`config.mk`:
```
export PLATFORM = sky130hd
export DESIGN_NAME = uart_tx_fifo
export DESIGN_NICKNAME = d
export VERILOG_FILES = /design/src/rtl/uart_tx_fifo.sv
export SDC_FILE = /design/constraint.sdc
export NUM_CORES = 1
export LEC_CHECK = 0
export BUFFER_PORTS_ARGS = -buffer_cell sky130_fd_sc_hd__buf_2
export CAP_MARGIN = 20
export CORE_MARGIN = 3
export CORE_UTILIZATION = 40
export CTS_CLUSTER_DIAMETER = 40
export DETAILED_ROUTE_END_ITERATION = 8
export PLACE_DENSITY_LB_ADDON = 0.3
export SETUP_SLACK_MARGIN = 0.05
export SYNTH_ARGS = -nofsm -noshare
export SYNTH_HDL_FRONTEND = slang
export SYNTH_SLANG_ARGS = --single-unit
```
`constraint.sdc`:
```
create_clock -name clk -period 3.1 [get_ports clk]
set_input_delay 0.155 -clock clk [delete_from_list [all_inputs] [get_ports clk]]
set_output_delay 0.155 -clock clk [all_outputs]
set_load 0.05 [all_outputs]
```
`src/rtl/uart_tx_fifo.sv`:
```
// uart_tx_fifo: byte-stream UART transmitter, 8N1, LSB first, fed from a
// small circular FIFO.
//   clk        - system clock, all logic on the rising edge
//   reset      - asynchronous, active-low reset
//   in_data    - byte to transmit
//   in_valid   - in_data valid; accepted when in_valid && in_ready at an edge
//   in_ready   - FIFO has room (registered count below FIFO_DEPTH)
//   txd        - serial line, idle high
//   busy       - high while a frame (start/data/stop) is on the line
//   tx_done    - one-cycle pulse on the last cycle of each stop bit
//   fifo_count - bytes currently stored, 0..FIFO_DEPTH
module uart_tx_fifo #(
  parameter int unsigned  CLKS_PER_BIT = 434,
  parameter int unsigned  FIFO_DEPTH   = 16,
  localparam int unsigned CNT_W        = $clog2(FIFO_DEPTH) + 1
) (
  input  logic             clk,
  input  logic             reset,
  input  logic [7:0]       in_data,
  input  logic             in_valid,
  output logic             in_ready,
  output logic             txd,
  output logic             busy,
  output logic             tx_done,
  output logic [CNT_W-1:0] fifo_count
);

  localparam int unsigned      PTR_W      = $clog2(FIFO_DEPTH);
  localparam logic [15:0]      BIT_LAST   = 16'(CLKS_PER_BIT - 1);
  localparam logic [CNT_W-1:0] FULL_COUNT = CNT_W'(FIFO_DEPTH);

  typedef enum logic [1:0] {IDLE, START, DATA, STOP} state_e;

  logic [7:0]       mem_q [FIFO_DEPTH];
  logic [PTR_W-1:0] wr_ptr_q, wr_ptr_d;
  logic [PTR_W-1:0] rd_ptr_q, rd_ptr_d;
  logic [CNT_W-1:0] count_q, count_d;
  state_e           state_q, state_d;
  logic [15:0]      bit_cnt_q, bit_cnt_d;
  logic [2:0]       bit_idx_q, bit_idx_d;
  logic [7:0]       shift_q, shift_d;
  logic             txd_q, txd_d;
  logic             busy_q, busy_d;
  logic             tx_done_q, tx_done_d;
  logic             push, pop, bit_end;

  assign in_ready   = (count_q != FULL_COUNT);
  assign push       = in_valid && in_ready;
  assign bit_end    = (bit_cnt_q == BIT_LAST);
  assign txd        = txd_q;
  assign busy       = busy_q;
  assign tx_done    = tx_done_q;
  assign fifo_count = count_q;

  // FIFO bookkeeping; pointers wrap naturally at FIFO_DEPTH.
  always_comb begin
    wr_ptr_d = wr_ptr_q + PTR_W'(push);
    rd_ptr_d = rd_ptr_q + PTR_W'(pop);
    count_d  = count_q;
    case ({push, pop})
      2'b10:   count_d = count_q + CNT_W'(1);
      2'b01:   count_d = count_q - CNT_W'(1);
      default: count_d = count_q;
    endcase
  end

  // Storage carries no reset: an entry is only read after it was written.
  always_ff @(posedge clk) begin
    if (push) mem_q[wr_ptr_q] <= in_data;
  end

  // Next-state logic. A pop is only taken from IDLE, so IDLE lasts exactly
  // one cycle between back-to-back frames.
  always_comb begin
    state_d   = state_q;
    bit_cnt_d = bit_cnt_q;
    bit_idx_d = bit_idx_q;
    shift_d   = shift_q;
    pop       = 1'b0;
    case (state_q)
      IDLE: begin
        bit_cnt_d = '0;
        bit_idx_d = '0;
        if (count_q != '0) begin
          pop     = 1'b1;
          shift_d = mem_q[rd_ptr_q];
          state_d = START;
        end
      end
      START: begin
        if (bit_end) begin
          bit_cnt_d = '0;
          state_d   = DATA;
        end else begin
          bit_cnt_d = bit_cnt_q + 16'd1;
        end
      end
      DATA: begin
        if (bit_end) begin
          bit_cnt_d = '0;
          shift_d   = {1'b0, shift_q[7:1]};
          bit_idx_d = bit_idx_q + 3'd1;
          if (bit_idx_q == 3'd7) state_d = STOP;
        end else begin
          bit_cnt_d = bit_cnt_q + 16'd1;
        end
      end
      STOP: begin
        if (bit_end) begin
          bit_cnt_d = '0;
          state_d   = IDLE;
        end else begin
          bit_cnt_d = bit_cnt_q + 16'd1;
        end
      end
      default: state_d = IDLE;
    endcase
  end

  // Line outputs are registered from the current state, so the line trails
  // the FSM by one cycle: pop at edge N+1 puts the start bit out from N+2,
  // and tx_done lands on the last stop cycle seen on txd.
  always_comb begin
    txd_d     = 1'b1;
    busy_d    = 1'b0;
    tx_done_d = 1'b0;
    case (state_q)
      START: begin
        txd_d  = 1'b0;
        busy_d = 1'b1;
      end
      DATA: begin
        txd_d  = shift_q[0];
        busy_d = 1'b1;
      end
      STOP: begin
        busy_d    = 1'b1;
        tx_done_d = bit_end;
      end
      default: ;
    endcase
  end

  always_ff @(posedge clk or negedge reset) begin
    if (!reset) begin
      wr_ptr_q  <= '0;
      rd_ptr_q  <= '0;
      count_q   <= '0;
      state_q   <= IDLE;
      bit_cnt_q <= '0;
      bit_idx_q <= '0;
      shift_q   <= '0;
      txd_q     <= 1'b1;
      busy_q    <= 1'b0;
      tx_done_q <= 1'b0;
    end else begin
      wr_ptr_q  <= wr_ptr_d;
      rd_ptr_q  <= rd_ptr_d;
      count_q   <= count_d;
      state_q   <= state_d;
      bit_cnt_q <= bit_cnt_d;
      bit_idx_q <= bit_idx_d;
      shift_q   <= shift_d;
      txd_q     <= txd_d;
      busy_q    <= busy_d;
      tx_done_q <= tx_done_d;
    end
  end

endmodule

```
Yosys cells after proc, flatten, opt, wreduce, memory -nomap -nowiden
Memories as Yosys holds them, arrays and structs flattened.
Index checks and enable logic that the tools add are counted.
- bits in registers: 45
- memory bits (writable): 128
- bits of input ports: 11
- output and inout port bits: 9
- word-level logic and storage cells: 60
- memories kept: 1
- add/subtract/negate cells: 6
- equal/unequal tests: 13
- muxes and demuxes: 21
- reductions and logical operators: 9
- memories (memory ; depth ; bits a word ; read ports ; clocked after Yosys merged registers in ; wr ports ; RTL line ; RTL):
    mem_q ; 16 ; 8 ; 1 ; 0 ; 1 ; 34 ; logic [7:0] mem_q [FIFO_DEPTH];
- operators by type and width (kind ; count):
    $pmux W16 S2 ; 1
    $add A16 B1 Y16 const B ; 1
    $eq A16 B9 Y1 const B ; 1
    $mux W16 ; 1
    $mux W8 ; 2
    $pmux W8 S2 ; 1
    $mux W2 ; 5
    $ne A2 B2 Y1 const B ; 5
    $pmux W5 S2 ; 1
    $add A4 B1 Y4 ; 2
    $pmux W2 S4 ; 1
    $eq A2 B2 Y1 const B ; 3
    $mux W1 ; 6
    $pmux W3 S2 ; 1
    $add A5 B1 Y5 const B ; 1
    $ne A5 B5 Y1 const B ; 1
    $reduce_and A5 Y1 ; 1
    $reduce_bool A5 Y1 ; 1
    $sub A5 B1 Y5 const B ; 1
    $eq A2 B1 Y1 const B ; 2
    $reduce_bool A2 Y1 ; 2
    $add A3 B1 Y3 const B ; 1
    $eq A3 B3 Y1 const B ; 1
    $mux W3 ; 1
    6 further kinds ; 6

Logic depth before layout (Yosys ltp)
- depth after elaboration: 5
- mapped depth: 13
- gate-level depth less buffers: 12

Least setup slack after synthesis
OpenSTA, ideal clock, no wires.
- path type: flip-flop to flip-flop
- start: register count_q[1] (netlist: fifo_count[1])
- end: register count_q[4] (netlist: fifo_count[4])
- setup time: 0.145 ns
- arrival time: 3.007 ns
- slack: -0.052 ns
- stages on the path, launching flop included: 14
- clock period less this slack: 3.152 ns
- path through: dfrtp_1 > clkbuf_1 > nor4_1 > nand2_1 > nand2_1 > ha_1 > clkbuf_1 > xor2_1 > ha_1 > nor2b_1 > o21ai_0 > a31oi_1 > nor2_1 > xor2_1
- elaborated cells on any way between the ends: 11
- those cells by class: add/sub: 2; eq/ne: 3; mux: 3; reduce/logical: 3
- RTL lines (item ; RTL line ; RTL):
    from (decl) ; 37 ; logic [CNT_W-1:0] count_q, count_d;
    from (signal assigned) ; 159 ; count_q <= count_d;
    $ne A5 B5 Y1 * ; 47 ; assign in_ready = (count_q != FULL_COUNT);
    net in_ready ; 21 ; output logic in_ready,
    $logic_and A1 B1 Y1 * ; 48 ; assign push = in_valid && in_ready;
    $eq A2 B1 Y1 or $eq A2 B2 Y1 (tied branches) ; 60 ; case ({push, pop})
    $pmux W5 S2 or $reduce_bool A2 Y1 (tied branches) ; -- ;
The timed path passes the listed nets; every way through them passes the cells marked *.
A chain may end at the register's enable or synchronous reset.

Worst setup path in the final report
- start: register count_q[2] (netlist: fifo_count[2])
- end: register count_q[4] (netlist: fifo_count[4])
- cells in the longest elaborated chain, start to end: 5
- elaborated cells on any way between the ends: 11
- those cells by class: add/sub: 2; eq/ne: 3; mux: 3; reduce/logical: 3
- ends and longest elaborated chain (item ; RTL line ; RTL):
    $reduce_bool A5 Y1 ; 84 ; if (count_q != '0) begin
    $mux W1 ; 84 ;
    $mux W1 ; 80 ; case (state_q)
    $eq A2 B1 Y1 or $eq A2 B2 Y1 (tied branches) ; 60 ;
    $pmux W5 S2 or $reduce_bool A2 Y1 (tied branches) ; -- ;
Parallel ways exist; a longest one is shown, timed or not.

==> results by group <==
Global routing
  – Antenna violations before repair: 0
  – Sum of overflow across all layers after global routing: 0
  – Via count of the first global-routing pass: 4000
  – First-pass GRT wire length: 22.7 mm
  – Pin count of the biggest net entering global routing: 46
  – Tot GR Track Use: 0.152

Worst hold path
  – Path category of the worst min-delay check: in -> reg
  – Number of cells traversed by the worst hold path: 1

Status
  – Result of the run: completed

Power
  – Leakage power figure: 3.01 nW
  – Largest voltage drop on the vdd net: 0.740 mV
  – Seq pwr share: 0.416
  – Design internal power: 0.00502 W
  – Power per cell area: 935 nW/um^2
  – Switching power total: 0.00267 W
  – Clock share of power: 0.272
  – Comb pwr share: 0.312
  – Fraction of power spent switching nets: 0.347

Detailed routing
  – Via density: 5.32
  – Number of vias in the routed layout: 3865
  – 1st-iter DRT viols: 307
  – Residual DRC: 0
  – Antenna-violating nets left: 0
  – Final wirelength: 14.0 mm
  – Detailed-routing iteration count for the pre-antenna-repair pass: 4
  – WL per Instance: 19.3 um

Die
  – Die H: 141 um
  – Row count: 48
  – Core region area: 17500 um^2
  – Total Die Area: 19800 um^2
  – Count of boundary I/O pins: 20
  – Initial core utilization: 0.413
  – Horizontal die dimension: 141 um

Finish
  – Final antenna diode count: 0
  – Final #Nets: 515
  – Layout overhead on the synthesized area: 13.6%
  – Commonest cells after routing, fill and taps aside: 128 x sky130_fd_sc_hd__edfxtp_1, 46 x sky130_fd_sc_hd__nor2_1, 42 x sky130_fd_sc_hd__dfrtp_1
  – Most common library cell in the layout ignoring fill and taps: sky130_fd_sc_hd__edfxtp_1
  – Layout fillers: 1534
  – Final standard cell count with taps included and fillers excluded: 726
  – Final Core Density: 0.469
  – Fraction of final layout cells with drive strength greater than 1: 0.196

Synth
  – Count of synthesis-stage warnings from yosys: 0
  – Sequential-to-total area share from yosys stat: 0.686
  – Largest family of logic cells by synthesized area: multiplexers
  – Number of distinct library cells after synthesis: 48
  – Post-synthesis net count: 483
  – EDFF count, synth: 128
  – Simple-gate portion of the synthesized area: 0.0671
  – Cell count after synthesis: 456
  – Fraction of synthesis flops using an asynchronous set or reset pin: 0.260
  – Post-Synth Adder-Cell Area: 0.0276
  – Post-synthesis instance area: 7250 um^2
  – Fraction of synthesized cell area in xor and xnor cells: 0.0302
  – Post-synthesis compound-gate area fraction: 0.0488
  – Syn_area_per_cell: 15.9 um^2
  – Share of cell area taken by muxes after synthesis: 0.118
  – Post-synthesis sequential element count: 173
  – Primary FF master, synth: sky130_fd_sc_hd__edfxtp_1

Clock tree
  – Gates resized, CTS repair: 0
  – Maximum number of buffers from clock root to sink: 2
  – Clk Latency, worst-skew pair: 0.44 ns
  – Reg clk slew, reported paths: 0.07 ns
  – Root buffer cell: sky130_fd_sc_hd__clkbuf_16
  – TritonCTS clock tree: built
  – # Post-CTS Setup Buffers: 0
  – Number of H-tree levels: 4
  – Clock sink count: 173
  – Clock buffers created by TritonCTS: 17

Setup path
  – Maximum fanout count along the critical path: 9
  – Category of the worst setup path capture point: flop
  – Cells along the critical path: nor4_1, nor2b_1, nor2_1, ha_1, xor2_1, ha_1, nor2b_1, o21ai_0, a31oi_1, nor2_1, xor2_1
  – Depth of the worst register-to-register path: 11
  – Critical Path Start Type: flop
  – CP delay by family, top: simple AND/OR/NAND/NOR gates
  – CP required: 3.46 ns
  – CP Buf/Inv Count: 0
  – Slowest cell on the critical path: sky130_fd_sc_hd__dfrtp_1
  – Cell depth of the worst setup path: 11
  – Critical path's largest stage delay: 0.49 ns
  – CP arrival: 3.10 ns
  – Worst setup path class: reg -> reg

Timing
  – Final Cycle Share: 0.883
  – Final hold violations: 0
  – Number of max-slew violations in the final report: 0
  – Maximum frequency from static timing analysis: 0.365 GHz
  – Setup total negative slack: 0 ns
  – Fin Clk Skew: 0.0113 ns
  – Slew HR: 0.490
  – Unrepaired setup endpoints after global routing: false
  – # setup viols final: 0
  – Fin worst setup slack: 0.362 ns
  – Post-layout minimum cycle time: 2.74 ns
  – Pin slew with the least headroom to its limit: 0.762 ns

Placed design
  – Worst setup slack before clock tree synthesis: 0.437 ns
  – Routability-driven placement congestion ratio: 0.802
  – Port-buffer cells: 19
  – Placed instance count: 692
  – Detailed Place HPWL: 9.15 mm

Flow run
  – Max cap viols: 0
flip-flops by register name (all words and copies together) (netlist names):
signal / flops
bit_cnt_q: 16
bit_idx_q: 3
busy: 1
fifo_count: 5
mem_q: 128
rd_ptr_q: 4
shift_q: 8
state_q: 2
tx_done: 1
txd: 1
wr_ptr_q: 4
cell usage after synthesis (9+ instances only):
master                     instances  share of area
sky130_fd_sc_hd__edfxtp_1        128           0.53
sky130_fd_sc_hd__xor2_1           16          0.019
sky130_fd_sc_hd__mux2i_1          32          0.044
sky130_fd_sc_hd__mux4_2           18          0.056
sky130_fd_sc_hd__a221oi_1         14          0.017
sky130_fd_sc_hd__o21ai_0          13         0.0090
sky130_fd_sc_hd__nand2_1          18         0.0093
sky130_fd_sc_hd__clkbuf_1          9         0.0047
sky130_fd_sc_hd__dfrtp_1          44           0.15
sky130_fd_sc_hd__ha_1             16          0.028
sky130_fd_sc_hd__inv_1            10         0.0052
sky130_fd_sc_hd__xnor2_1           9          0.011
sky130_fd_sc_hd__nor2_1           46          0.024
worst reg2reg max path, stage by stage (launching register included):
cell and delay [ns]:
sky130_fd_sc_hd__dfrtp_1 0.49, sky130_fd_sc_hd__nor4_1 0.38, sky130_fd_sc_hd__nor2b_1 0.22, sky130_fd_sc_hd__nor2_1 0.10, sky130_fd_sc_hd__ha_1 0.30, sky130_fd_sc_hd__xor2_1 0.18
sky130_fd_sc_hd__ha_1 0.23, sky130_fd_sc_hd__nor2b_1 0.13, sky130_fd_sc_hd__o21ai_0 0.25, sky130_fd_sc_hd__a31oi_1 0.12, sky130_fd_sc_hd__nor2_1 0.12, sky130_fd_sc_hd__xor2_1 0.15
cells by family after synthesis:
group | Yosys count
adder cells (fa/ha/maj) | 16
AND/OR/NAND/NOR | 99
XOR/XNOR | 25
multiplexers | 60
buffers and inverters | 31
AO/OA/AOI/OAI | 52
flip-flops | 173
worst paths after layout:
| kind | endpoint | start | slack [ns] |
|---|---|---|---|
| min | mem_q[6][7]$_DFFE_PP_ | in_data[7] | 0.11 |
| min reg2reg | shift_q[3]$_DFFE_PN0P_ | shift_q[3]$_DFFE_PN0P_ | 0.51 |
| max in group asynchronous | txd$_DFF_PN1_ | reset | 2.36 |
| max | fifo_count[4]$_DFFE_PN0P_ | fifo_count[2]$_DFFE_PN0P_ | 0.36 |
| min in group asynchronous | bit_cnt_q[10]$_DFF_PN0_ | reset | 0.18 |
| max reg2reg | fifo_count[4]$_DFFE_PN0P_ | fifo_count[2]$_DFFE_PN0P_ | 0.36 |
per-layer routing:
metal | track usage | vias to the layer above | wire [um]
met5 | 0 | - | 0
met4 | 0.0347 | 0 | 175
met3 | 0.0434 | 9 | 827
met2 | 0.240 | 84 | 6810
li1 | - | 1811 | -
met1 | 0.213 | 1961 | 6180
power groups by stage:
stage / clock [W] / sequential [W] / combinational (W)
after floorplan: 0 / 0.00322 / 0.00181
after global placement: 0 / 0.00322 / 0.00237
after detailed placement: 0 / 0.00325 / 0.00242
after CTS: 0.00213 / 0.00320 / 0.00244
after global routing: 0.00224 / 0.00326 / 0.00265
final: 0.00209 / 0.00320 / 0.00240
final cells by class:
cell class / count / area [um^2] / share of cell area
timing repair buffer: 32 / 233 / 0.0283
clock buffer: 17 / 425 / 0.0517
tap: 225 / 282 / 0.0342
clock inverter: 15 / 159 / 0.0193
sequential: 173 / 4970 / 0.604
inverter: 12 / 45.0 / 0.00547
multi-input combinational: 252 / 2120 / 0.257
per-stage QoR:
step	area, um^2	hold WS, ns	total power (W)
floorplan	7250	-0.141	0.00503
CTS	8210	0.104	0.00777
global route	8230	0.116	0.00815
finish	8230	0.115	0.00770
global placement	7620	0.380	0.00559
detailed placement	7620	0.399	0.00567
what timing repair did:
| action | in CTS | in global routing |
|---|---|---|
| setup endpoints to repair | 0 | 0 |
| endpoints found under the hold margin | 44 | 0 |
| hold buffers | 1 | 0 |
(Power assumes the default switching activity.)
